--- config.mk ---
export PLATFORM = sky130hd
export DESIGN_NAME = uart_tx_fifo
export DESIGN_NICKNAME = d
export VERILOG_FILES = /design/src/rtl/uart_pkg.sv /design/src/rtl/sync_fifo.sv /design/src/rtl/uart_tx_fifo.sv
export SDC_FILE = /design/constraint.sdc
export NUM_CORES = 1
export LEC_CHECK = 0
export BUFFER_PORTS_ARGS = -buffer_cell sky130_fd_sc_hd__buf_2
export CORE_MARGIN = 2
export CORE_UTILIZATION = 42
export CTS_CLUSTER_SIZE = 25
export DETAILED_ROUTE_END_ITERATION = 16
export SLEW_MARGIN = 20
export SYNTH_ARGS = -nofsm -noshare
export SYNTH_HDL_FRONTEND = slang
export SYNTH_HIERARCHICAL = 1
export SYNTH_SLANG_ARGS = --single-unit
--- constraint.sdc ---
create_clock -name clk -period 7.5 [get_ports clk]
set_input_delay 0.375 -clock clk [delete_from_list [all_inputs] [get_ports clk]]
set_output_delay 0.375 -clock clk [all_outputs]
set_load 0.05 [all_outputs]
--- src/rtl/uart_pkg.sv ---
// uart_pkg: shared FSM state type and default constants for the UART transmitter
package uart_pkg;
    typedef enum logic [1:0] {IDLE, START, DATA, STOP} tx_state_t;
    localparam int UART_CLKS_PER_BIT = 16;
    localparam int UART_FIFO_DEPTH = 4;
endpackage

--- src/rtl/sync_fifo.sv ---
// sync_fifo: single-clock FIFO with show-ahead read data and occupancy count
module sync_fifo #(
    parameter int WIDTH = 8,
    parameter int DEPTH = 4
) (
    input  logic                           clk,
    input  logic                           rst,
    input  logic                           push,
    input  logic                           pop,
    input  logic [WIDTH-1:0]               wr_data,
    output logic [WIDTH-1:0]               rd_data,
    output logic                           full,
    output logic                           empty,
    output logic [$clog2(DEPTH+1)-1:0]     count
);
    localparam int AW = $clog2(DEPTH);
    localparam int CW = $clog2(DEPTH+1);
    logic [WIDTH-1:0] mem [DEPTH];
    logic [AW-1:0] wr_ptr, rd_ptr;
    logic do_push, do_pop;
    assign full = count == CW'(DEPTH);
    assign empty = count == '0;
    assign do_push = push & ~full;
    assign do_pop = pop & ~empty;
    assign rd_data = mem[rd_ptr];
    // storage is deliberately left out of reset
    always_ff @(posedge clk)
        if (do_push) mem[wr_ptr] <= wr_data;
    always_ff @(posedge clk or posedge rst)
        if (rst) begin
            wr_ptr <= '0;
            rd_ptr <= '0;
            count <= '0;
        end else begin
            wr_ptr <= wr_ptr + AW'(do_push);
            rd_ptr <= rd_ptr + AW'(do_pop);
            count <= count + CW'(do_push) - CW'(do_pop);
        end
endmodule

--- src/rtl/uart_tx_fifo.sv ---
// uart_tx_fifo: 8N1 serial transmitter fed from a byte FIFO
module uart_tx_fifo import uart_pkg::*; #(
    parameter int CLKS_PER_BIT = UART_CLKS_PER_BIT,
    parameter int FIFO_DEPTH = UART_FIFO_DEPTH
) (
    input  logic                              clk,
    input  logic                              rst,
    input  logic [7:0]                        in_data,
    input  logic                              in_valid,
    output logic                              in_ready,
    output logic                              tx,
    output logic                              busy,
    output logic [$clog2(FIFO_DEPTH+1)-1:0]   fifo_count
);
    tx_state_t state, state_n;
    logic [15:0] baud, baud_n;
    logic [2:0] bit_idx, bit_n;
    logic [7:0] shreg, shreg_n, head;
    logic tx_n, pop, full, empty, last;

    sync_fifo #(.WIDTH(8), .DEPTH(FIFO_DEPTH)) u_fifo (
        .clk(clk),
        .rst(rst),
        .push(in_valid),
        .pop(pop),
        .wr_data(in_data),
        .rd_data(head),
        .full(full),
        .empty(empty),
        .count(fifo_count)
    );

    assign in_ready = ~full;
    assign busy = state != IDLE;
    assign last = baud == 16'(CLKS_PER_BIT - 1);

    always_comb begin
        state_n = state;
        bit_n = bit_idx;
        shreg_n = shreg;
        pop = 1'b0;
        case (state)
            IDLE: if (!empty) begin
                state_n = START;
                pop = 1'b1;
                shreg_n = head;
            end
            START: if (last) begin
                state_n = DATA;
                bit_n = '0;
            end
            DATA: if (last) begin
                shreg_n = shreg >> 1;
                bit_n = bit_idx + 3'd1;
                state_n = bit_idx == 3'd7 ? STOP : DATA;
            end
            STOP: if (last) begin
                state_n = empty ? IDLE : START;
                pop = ~empty;
                shreg_n = empty ? shreg : head;
            end
            default: state_n = IDLE;
        endcase
        baud_n = (state == IDLE || last) ? '0 : baud + 16'd1;
        // tx is registered, so it follows the state being entered
        tx_n = state_n == START ? 1'b0 : state_n == DATA ? shreg_n[0] : 1'b1;
    end

    always_ff @(posedge clk or posedge rst)
        if (rst) begin
            state <= IDLE;
            baud <= '0;
            bit_idx <= '0;
            shreg <= '0;
            tx <= 1'b1;
        end else begin
            state <= state_n;
            baud <= baud_n;
            bit_idx <= bit_n;
            shreg <= shreg_n;
            tx <= tx_n;
        end
endmodule

==> results of run 1 <==
-- logic make-up (layout without fill, tap and decap cells) --
logic type | count (synthesis) | count (layout) | share of synthesized area, %
AO/OA/AOI/OAI | 35 | 35 | 8.90
XOR/XNOR | 18 | 18 | 4.83
adder cells (fa/ha/maj) | 12 | 12 | 4.83
buffers and inverters | 17 | 49 | 2.03
flip-flops | 69 | 69 | 57.9
multiplexers | 19 | 19 | 9.01
AND/OR/NAND/NOR | 70 | 70 | 12.5
-- layout by cell type (no fill, tap or decap), types with 2 or more instances in the layout --
master	netlist	routed
o31ai_1	2	2
inv_6	0	3
mux4_2	8	8
a21oi_1	4	4
nand3_1	5	5
buf_2	2	16
nand4_1	6	6
edfxtp_1	32	32
o21ai_0	2	2
ha_1	11	11
xor2_1	9	9
inv_1	11	11
nor2_1	24	24
or4_1	4	4
nand2_1	6	6
buf_4	0	5
o2bb2ai_1	6	6
xnor2_1	9	9
nor4_1	2	2
dfrtp_1	36	36
mux2i_1	8	8
or4_4	2	2
clkinvlp_4	0	2
nor4bb_1	2	2
a22o_1	9	9
nor3_1	4	3
clkbuf_8	0	9
nor2b_1	3	3
mux2_2	3	3
o21a_1	2	2
and3_1	3	3
-- per-layer routing --
| layer | up-vias | track usage, % | routed length [um] |
|---|---|---|---|
| li1 | 969 | - | - |
| met1 | 992 | 19.4 | 2640 |
| met2 | 32 | 24.7 | 2890 |
| met3 | 6 | 4.52 | 208 |
| met4 | 0 | 5.47 | 52 |
| met5 | - | 0 | 0 |
-- through the flow --
| step | utilization, % | hold slack, ps | setup WS, ps | power, W | cells |
|---|---|---|---|---|---|
| 6_report | 48.7 | 242 | 4070 | 0.000983 | 374 |
| 3_3_place_gp | 45.9 | 334 | 4160 | 0.000685 | 357 |
| 2_1_floorplan | - | 178 | 4430 | 0.000627 | 240 |
| 5_1_grt | 48.7 | 218 | 3750 | 0.00104 | 374 |
| 3_5_place_dp | 45.9 | 338 | 4120 | 0.000687 | 357 |
| 4_1_cts | 48.7 | 221 | 4100 | 0.000998 | 374 |
-- state kept, by name, summed over array words and instances, names as in the netlist --
register / flops
baud: 16
bit_idx: 3
shreg: 8
state: 2
tx: 1
u_fifo/count: 3
u_fifo/mem: 32
u_fifo/rd_ptr: 2
u_fifo/wr_ptr: 2
-- area by class of cell --
| class | instances | area (um^2) | share of cell area (%) |
|---|---|---|---|
| Sequential cell | 69 | 1890 | 51.0 |
| Clock buffer | 9 | 124 | 3.35 |
| Inverter | 11 | 41.3 | 1.12 |
| Timing Repair Buffer | 22 | 128 | 3.45 |
| Multi-Input combinational cell | 154 | 1310 | 35.5 |
| Clock inverter | 7 | 80.1 | 2.16 |
| Tap cell | 102 | 128 | 3.45 |
-- worst max-delay path by stage --
stage,from,depth (start not counted),end,slack (ps)
2_1_floorplan,baud[6],9,u_fifo/count[2],4430
6_report,baud[8],8,u_fifo/count[2],4070
4_1_cts,baud[8],8,u_fifo/count[2],4100
5_1_grt,baud[8],10,u_fifo/count[2],3750
3_3_place_gp,baud[8],8,u_fifo/count[2],4160
3_5_place_dp,baud[8],8,u_fifo/count[2],4120
-- timing repair --
item,in CTS,in global routing
hold buffers,1,0
hold endpoints to repair,7,0
buffers inserted,0,0
-- power by group through the flow --
stage               registers (W)  clock network, W  logic (W)
global placement         0.000498                 0   0.000187
floorplan                0.000520                 0   0.000108
finish                   0.000491          0.000307   0.000185
global route             0.000498          0.000340   0.000202
CTS                      0.000491          0.000319   0.000188
detailed placement       0.000499                 0   0.000188
==> flow_summary.toml, run 1 <==
[global_routing]
gr-total-overflow = 0
antenna_found_initial = 0
grt.total_usage_pct = 15.2
grt_start_max_net_pins = 31
grt_pass1_vias = 2051
grt_pass1_wl_um = 10000

[logic_synthesis]
synth_seq_cells = 69
yosysMostFrequentCell = "dfrtp_1"
yosysSeqAreaShare_pct = 57.9
yosysTopAreaCellShare_pct = 29.4
netlist_top_cells_count = "dfrtp_1 (36), edfxtp_1 (32), nor2_1 (24), ha_1 (11), inv_1 (11)"
syn_inst = 240
yosys_warnings = 6
synthArstFlopShare_pct = 53.6
syn_nets = 263
synth_top_area_cell = "edfxtp_1"
synth_enable_flop_cells = 32
synth.distinct_cells = 50
yosys_most_used_dff = "dfrtp_1"
synth_area_leaders = "edfxtp_1 (29%), dfrtp_1 (28%), mux4_2 (5.5%)"
synth_area_um2 = 3260
syn_avg_cell_area_um2 = 13.6

[routing]
drtIter0Drc = 105
drc = 0
dr.pass1.iters = 4
vias_per_cell = 5.34
num_vias = 1999
routed_wl_um = 5800
wl_per_cell_um = 15.5
ant_nets = 0

[worst_setup_path]
start_kind = "flop"
critPathTopFamily = "simple AND/OR/NAND/NOR gates"
critPathBufInv = 0
arrival_ps = 3660
slowest_stage = "or4_1"
cp_max_fo = 8
cp.required_ps = 7730
critPathKind = "reg -> reg"
path_common_cell = "xnor2_1"
worstSetupEndpointType = "flop"
slowest_delay_ps = 590
reg2reg_depth = 8
r2r-start = "baud[8]"
rr_endpoint = "u_fifo/count[2]"
r2r_slack_ps = 4070
cp_cell_sequence = "or4_1, nor4_1, nor2_1, nor3_1, or3b_1, fa_1, xnor2_1, xnor2_1"

[hold_path]
worstHoldPathCells = 1
holdCritPathClass = "in -> reg"
holdPathEnd = "u_fifo/mem[2][6]"
min_from = "in_data[6]"

[final_layout]
areaGrowthSynthToFinish_pct = 13.5
drive_gt1_share_pct = 20.2
antenna_cells = 0
nets = 290
fillCellCount = 677
fin_area_um2 = 3700

[placed_design]
placed_area_um2 = 3490
numPortBuffers = 16
gp_congestion = 0.835
dp_hpwl_um = 3960

[sta]
fin_skew_ps = 10.2
worst_pin_slew_ps = 698
tns_ps = 0
hold_violations = 0
finalSetupViolCount = 0
max_slew_margin_pct = 53.4
maxSlewViolCount = 0
min_period_ps = 3430
fin_crit_sh_pct = 45.7
fmax_ghz = 0.291
rsz0062_at_grt = "no"

[floorplanning]
start_util_pct = 42.9
rows = 32
die_x_um = 92.1
ioPinCount = 17
fp.dieArea_um2 = 8490
die_h_um = 92.1
coreArea_um2 = 7610

[cts]
tritoncts = "yes"
numCtsBuffers = 9
clk_pin_slew_ps = 80
htree_num_levels = 3
clkLatencyLatePin_ps = 340
root_buffer = "clkbuf_8"
clockBufferDepth = 2
cts_sinks = 69
cts.repair.resized = 0

[power]
p_sw_w = 0.000300
leakage_nw = 1.49
max-vdd-ir-drop_v = 0.000167
p_comb_share_pct = 18.8
clkPwrFrac_pct = 31.3
p_seq_share_pct = 49.9
power.density_nw_per_um2 = 265
switching_share_pct = 30.6
intPower_w = 0.000683

[job]
maxCapViolations = 0

[outcome]
status = "complete, no violations"
(Power assumes the default switching activity.)
==> run 2: changes to the inputs <==
Settings changed: ABC_AREA from default to 1.
Clock period 7.5 ns to 3.4 ns, I/O delays scaled along.
==> run 2 against run 1 <==
  * Critical endpoint unchanged
  * Global-route usage rose by 1.4 points
  * Clock power rose by 130%
  * Clock-buffer cell count did not move
  * Critical path depth rose by 4
==> flow_summary.toml, run 2 <==
[logic_synthesis]
synth_seq_cells = 69
synth_top_area_cell = "edfxtp_1"
synth_enable_flop_cells = 32
netlist_top_cells_count = "nand2_1 (66), nor2_1 (54), inv_1 (37), dfrtp_1 (36), edfxtp_1 (32)"
yosysMostFrequentCell = "nand2_1"
yosysTopAreaCellShare_pct = 27.7
syn_avg_cell_area_um2 = 9.39
yosys_most_used_dff = "dfrtp_1"
synth_area_um2 = 3470
syn_inst = 370
syn_nets = 393
synthArstFlopShare_pct = 53.6
yosysSeqAreaShare_pct = 54.4
synth_area_leaders = "edfxtp_1 (28%), dfrtp_1 (26%), nand2_1 (7.1%)"
yosys_warnings = 6
synth.distinct_cells = 44

[worst_setup_path]
worstSetupEndpointType = "flop"
arrival_ps = 2890
start_kind = "flop"
slowest_stage = "dfrtp_1"
critPathTopFamily = "simple AND/OR/NAND/NOR gates"
cp_cell_sequence = "nor2_2, nand2_2, inv_1, clkinv_1, nand2_1, nor2_1, a21boi_2, nand2_2, nand2_1, ha_1, fa_1, xnor2_1"
cp.required_ps = 3640
critPathKind = "reg -> reg"
cp_max_fo = 18
critPathBufInv = 2
slowest_delay_ps = 460

[cts]
cts_sinks = 69
tritoncts = "yes"
htree_num_levels = 3
clkLatencyLatePin_ps = 360
numCtsBuffers = 9
clk_pin_slew_ps = 80
hold_buffers = 1
cts_setup_buffers = 0
cts.repair.resized = 0
clockBufferDepth = 2
root_buffer = "clkbuf_8"

[final_layout]
largestRegisters = "u_fifo/mem x32, baud x16, shreg x8"
areaGrowthSynthToFinish_pct = 11.0
drive_gt1_share_pct = 17.3
final_common_cell = "nand2_1"
nets = 416
antenna_cells = 0
layout_common_cells = "nand2_1 (66), nor2_1 (54), inv_1 (37)"
largest_register_ffs = 32
fin_cells = 503
regMostFlops = "u_fifo/mem"

[power]
intPower_w = 0.00144
p_comb_share_pct = 18.1
p_sw_w = 0.000692
switching_share_pct = 32.4
p_total_w = 0.00213
power.density_nw_per_um2 = 553
leakage_nw = 1.66
p_seq_share_pct = 49.1
clkPwrFrac_pct = 32.9
max-vdd-ir-drop_v = 0.000316

[sta]
max_slew_margin_pct = 43.7
rsz0062_at_grt = "no"
maxSlewViolCount = 0
min_period_ps = 2650
finalSetupViolCount = 0
worst_pin_slew_ps = 842
tns_ps = 0
hold_violations = 0
fin_crit_sh_pct = 78.0
fin_skew_ps = 10.2
hold_ws_ps = 26.0
fmax_ghz = 0.377

[placed_design]
gp_congestion = 0.804
dp_cells = 486
numPortBuffers = 16
dp_hpwl_um = 4470

[routing]
ant_nets = 0
routed_wl_um = 6500
drtIter0Drc = 170
drc = 0
dr.pass1.iters = 4
vias_per_cell = 4.98
num_vias = 2505
wl_per_cell_um = 12.9

[floorplanning]
ioPinCount = 17
die_h_um = 94.9
fp.dieArea_um2 = 9010
start_util_pct = 42.7
die_x_um = 94.9
coreArea_um2 = 8130
rows = 33

[global_routing]
grt_pass1_wl_um = 11400
grt.total_usage_pct = 16.6
gr-total-overflow = 0
antenna_found_initial = 0
grt_start_max_net_pins = 31
grt_pass1_vias = 2429

[outcome]
status = "complete, no violations"

[job]
maxCapViolations = 0

[hold_path]
holdCritPathClass = "in -> reg"
-- run 2: cell families (layout without fill, tap and decap cells) --
logic type,after synthesis,after routing,synth area share (%)
AO/OA/AOI/OAI,66,66,11.8
XOR/XNOR,4,4,1.01
adder cells (fa/ha/maj),12,12,4.54
buffers and inverters,49,77,6.23
flip-flops,69,69,54.4
AND/OR/NAND/NOR,170,170,22.1
-- run 2: worst reg2reg max path, stage by stage, from the launching register on --
cell      delay, ps
dfrtp_1         460
nor2_2          200
nand2_2         110
inv_1           110
clkinv_1        340
nand2_1         180
nor2_1           90
a21boi_2        180
nand2_2         100
nand2_1          60
ha_1            210
fa_1            390
xnor2_1         130
-- run 2: cell type report --
type	instances	area (um^2)
Timing Repair Buffer	18	97.6
Inverter	43	163
Multi-Input combinational cell	252	1370
Clock buffer	9	124
Sequential cell	69	1890
Fill cell	774	4280
Tap cell	105	131
Clock inverter	7	81.3
-- run 2: path summary, 6_finish.rpt --
check,cells past startpoint,slack (ps),from,end
worst max-delay path,12,750,u_fifo/count[0],u_fifo/count[2]
worst min-delay path,1,30,in_data[3],u_fifo/mem[2][3]
worst max register to register,12,750,u_fifo/count[0],u_fifo/count[2]
worst min register to register,1,460,baud[0],baud[0]
max in group asynchronous,4,2640,rst,tx
min in group asynchronous,3,300,rst,u_fifo/wr_ptr[0]
-- run 2: per-stage QoR --
step	util [%]	area (um^2)	setup WS, ps
CTS	47.4	3850	730
finish	47.4	3850	747
detailed placement	44.7	3640	760
floorplan	-	3470	717
global placement	44.7	3640	866
global route	47.4	3850	475
-- run 2: routing by layer --
layer | global-route usage [%] | wire [um] | vias to the layer above | part of all wire [%]
met2 | 26.7 | 3050 | 27 | 47
met5 | 0 | 0 | - | 0
li1 | - | - | 1274 | -
met4 | 8.21 | 129 | 0 | 2.0
met1 | 21.6 | 3160 | 1192 | 49
met3 | 3.11 | 158 | 12 | 2.4
-- run 2: power by group through the flow --
stage / clock network, W / registers (W) / logic [W]
after global routing: 0.000752 / 0.00106 / 0.000431
final: 0.000701 / 0.00105 / 0.000386
after detailed placement: 0 / 0.00106 / 0.000390
after CTS: 0.000713 / 0.00105 / 0.000393
after global placement: 0 / 0.00106 / 0.000376
after floorplan: 0 / 0.00112 / 0.000225
==> run 3: changes to the inputs <==
Settings changed: ABC_AREA 1 to 0.
Clock period 3.4 ns to 2.45 ns, I/O delays scaled along.
==> run 3 against run 2 <==
  * The run now ends with negative setup slack left
  * Sequential power up 42%
  * Clock power rose by 19%
  * Clock-buffer cell count stayed put
  * Non-clock buffer count up 51
  * Final cell count is 16% lower
  * Register-to-register slack worse by 1100 ps
  * Routed wire length shrank 5.3%
  * Flip-flop and latch count unchanged
  * First-iteration DRC count is 56% lower
==> flow_summary.toml, run 3 (synthesized netlist as in run 1, its figures left out) <==
[worst_setup_path]
cp.required_ps = 2710
crit_cells = 11
start_kind = "flop"
arrival_ps = 3050
reg2reg_depth = 11
critPathKind = "reg -> reg"
critPathTopFamily = "simple AND/OR/NAND/NOR gates"
worstSetupEndpointType = "flop"
cp_max_fo = 4
critPathBufInv = 2
cp_cell_sequence = "or4_4, nor4_4, nor2_4, nor3_4, buf_4, buf_4, a221oi_2, ha_2, fa_2, xnor2_1, xnor2_1"
slowest_delay_ps = 550
slowest_stage = "or4_4"
r2r_slack_ps = -340

[final_layout]
regMostFlops = "u_fifo/mem"
largest_register_ffs = 32
areaGrowthSynthToFinish_pct = 26.2
final_common_cell = "buf_4"
layout_common_cells = "buf_4 (44), dfrtp_1 (36), edfxtp_1 (32)"
fillCellCount = 660
antenna_cells = 0
fin_area_um2 = 4120
largestRegisters = "u_fifo/mem x32, baud x16, shreg x8"
nets = 337
drive_gt1_share_pct = 32.9

[routing]
routed_wl_um = 6160
drc = 0
dr.pass1.iters = 4
drtIter0Drc = 75
wl_per_cell_um = 14.6
ant_nets = 0
num_vias = 2121
vias_per_cell = 5.04

[sta]
min_period_ps = 2790
tns_ps = -658
finalSetupViolCount = 3
fin_crit_sh_pct = 114
worst_pin_slew_ps = 609
rsz0062_at_grt = "yes"
hold_violations = 0
maxSlewViolCount = 0
fin_skew_ps = 13.9
worst_slack_ps = -340
fmax_ghz = 0.358
hold_ws_ps = 245
max_slew_margin_pct = 59.0

[global_routing]
grt_pass1_wl_um = 10600
grt_start_max_net_pins = 31
grt.busiest_layer = "met2"
gr-total-overflow = 0
grt.total_usage_pct = 16.0
antenna_found_initial = 0
use_met3_pct = 3.29
use_met2_pct = 28.1
grt_use_met1_pct = 19.8
grt_pass1_vias = 2262

[placed_design]
placed_area_um2 = 3800
numPortBuffers = 16
gp_congestion = 0.774
dp_hpwl_um = 4370

[cts]
cts_sinks = 69
clk_pin_slew_ps = 80
root_buffer = "clkbuf_8"
clkLatencyLatePin_ps = 340
numCtsBuffers = 9
htree_num_levels = 3
clockBufferDepth = 2
tritoncts = "yes"

[power]
p_sw_w = 0.000939
p_comb_share_pct = 21.4
p_seq_share_pct = 50.3
power.density_nw_per_um2 = 718
intPower_w = 0.00202
switching_share_pct = 31.8
max-vdd-ir-drop_v = 0.000498
leakage_nw = 1.72
clkPwrFrac_pct = 28.3

[hold_path]
holdCritPathClass = "in -> reg"
worstHoldPathCells = 3

[floorplanning]
fp.dieArea_um2 = 8490
start_util_pct = 42.9
coreArea_um2 = 7610
die_x_um = 92.1
die_h_um = 92.1
ioPinCount = 17
rows = 32

[job]
maxCapViolations = 0

[outcome]
violations = "negative setup slack"
status = "complete, but fails checks"
## run 3: cell types whose count changed in the layout (fill, tap and decap cells not counted), moves of 9 or more
cell	previous run	this run
o21ai_1	20	1
a22o_1	0	9
inv_1	37	11
buf_4	1	44
nor2_1	54	23
o21ai_0	20	2
nand2_1	66	6
nor2_2	9	0
## run 3: through the flow
stage / setup WS, ps / utilization, % / instances / power (W)
final: -340 / 54.1 / 421 / 0.00296
after global placement: -338 / 50.0 / 393 / 0.00211
after detailed placement: -411 / 50.0 / 393 / 0.00212
after floorplan: -328 / - / 240 / 0.00193
after global routing: -453 / 54.1 / 421 / 0.00312
after CTS: -277 / 54.0 / 420 / 0.00298
## run 3: per-layer routing
layer	wire, um	part of all wire [%]
met5	0	0
met4	54	0.88
met3	119	1.9
met2	3200	52
met1	2780	45
## run 3: path summary, 6_finish.rpt
path	startpoint	endpoint
hold / removal	in_valid	u_fifo/wr_ptr[0]
min in group asynchronous	rst	u_fifo/count[1]
max in group asynchronous	rst	tx
hold reg to reg	bit_idx[2]	bit_idx[2]
setup / recovery	baud[9]	u_fifo/count[2]
setup reg to reg	baud[9]	u_fifo/count[2]
## run 3: repair_timing
item,4_1_cts,5_1_grt
resized for setup,4,1
hold endpoints to repair,66,0
pin swaps,5,0
setup buffers,2,1
setup endpoints to repair,4,4
hold buffers,9,0
## run 3: area by class of cell
cell class	instances	area [um^2]	share of cell area (%)
tap	102	128	3.10
timing repair buffer	69	500	12.2
clock buffer	9	124	3.01
multi-input combinational	154	1380	33.6
sequential	69	1890	45.9
inverter	11	41.3	1.00
clock inverter	7	53.8	1.31
## run 3: worst reg2reg max path: stages (launching register included)
cell and delay, ps:
dfrtp_1 380, or4_4 550, nor4_4 400, nor2_4 70
nor3_4 180, buf_4 150, buf_4 100, a221oi_2 60
ha_2 190, fa_2 330, xnor2_1 180, xnor2_1 140
## run 3: power by group through the flow
| stage | combinational [W] | sequential [W] | clock (W) |
|---|---|---|---|
| 3_3_place_gp | 0.000605 | 0.00150 | 0 |
| 6_report | 0.000633 | 0.00149 | 0.000837 |
| 5_1_grt | 0.000690 | 0.00150 | 0.000923 |
| 3_5_place_dp | 0.000612 | 0.00151 | 0 |
| 2_1_floorplan | 0.000335 | 0.00159 | 0 |
| 4_1_cts | 0.000636 | 0.00149 | 0.000860 |
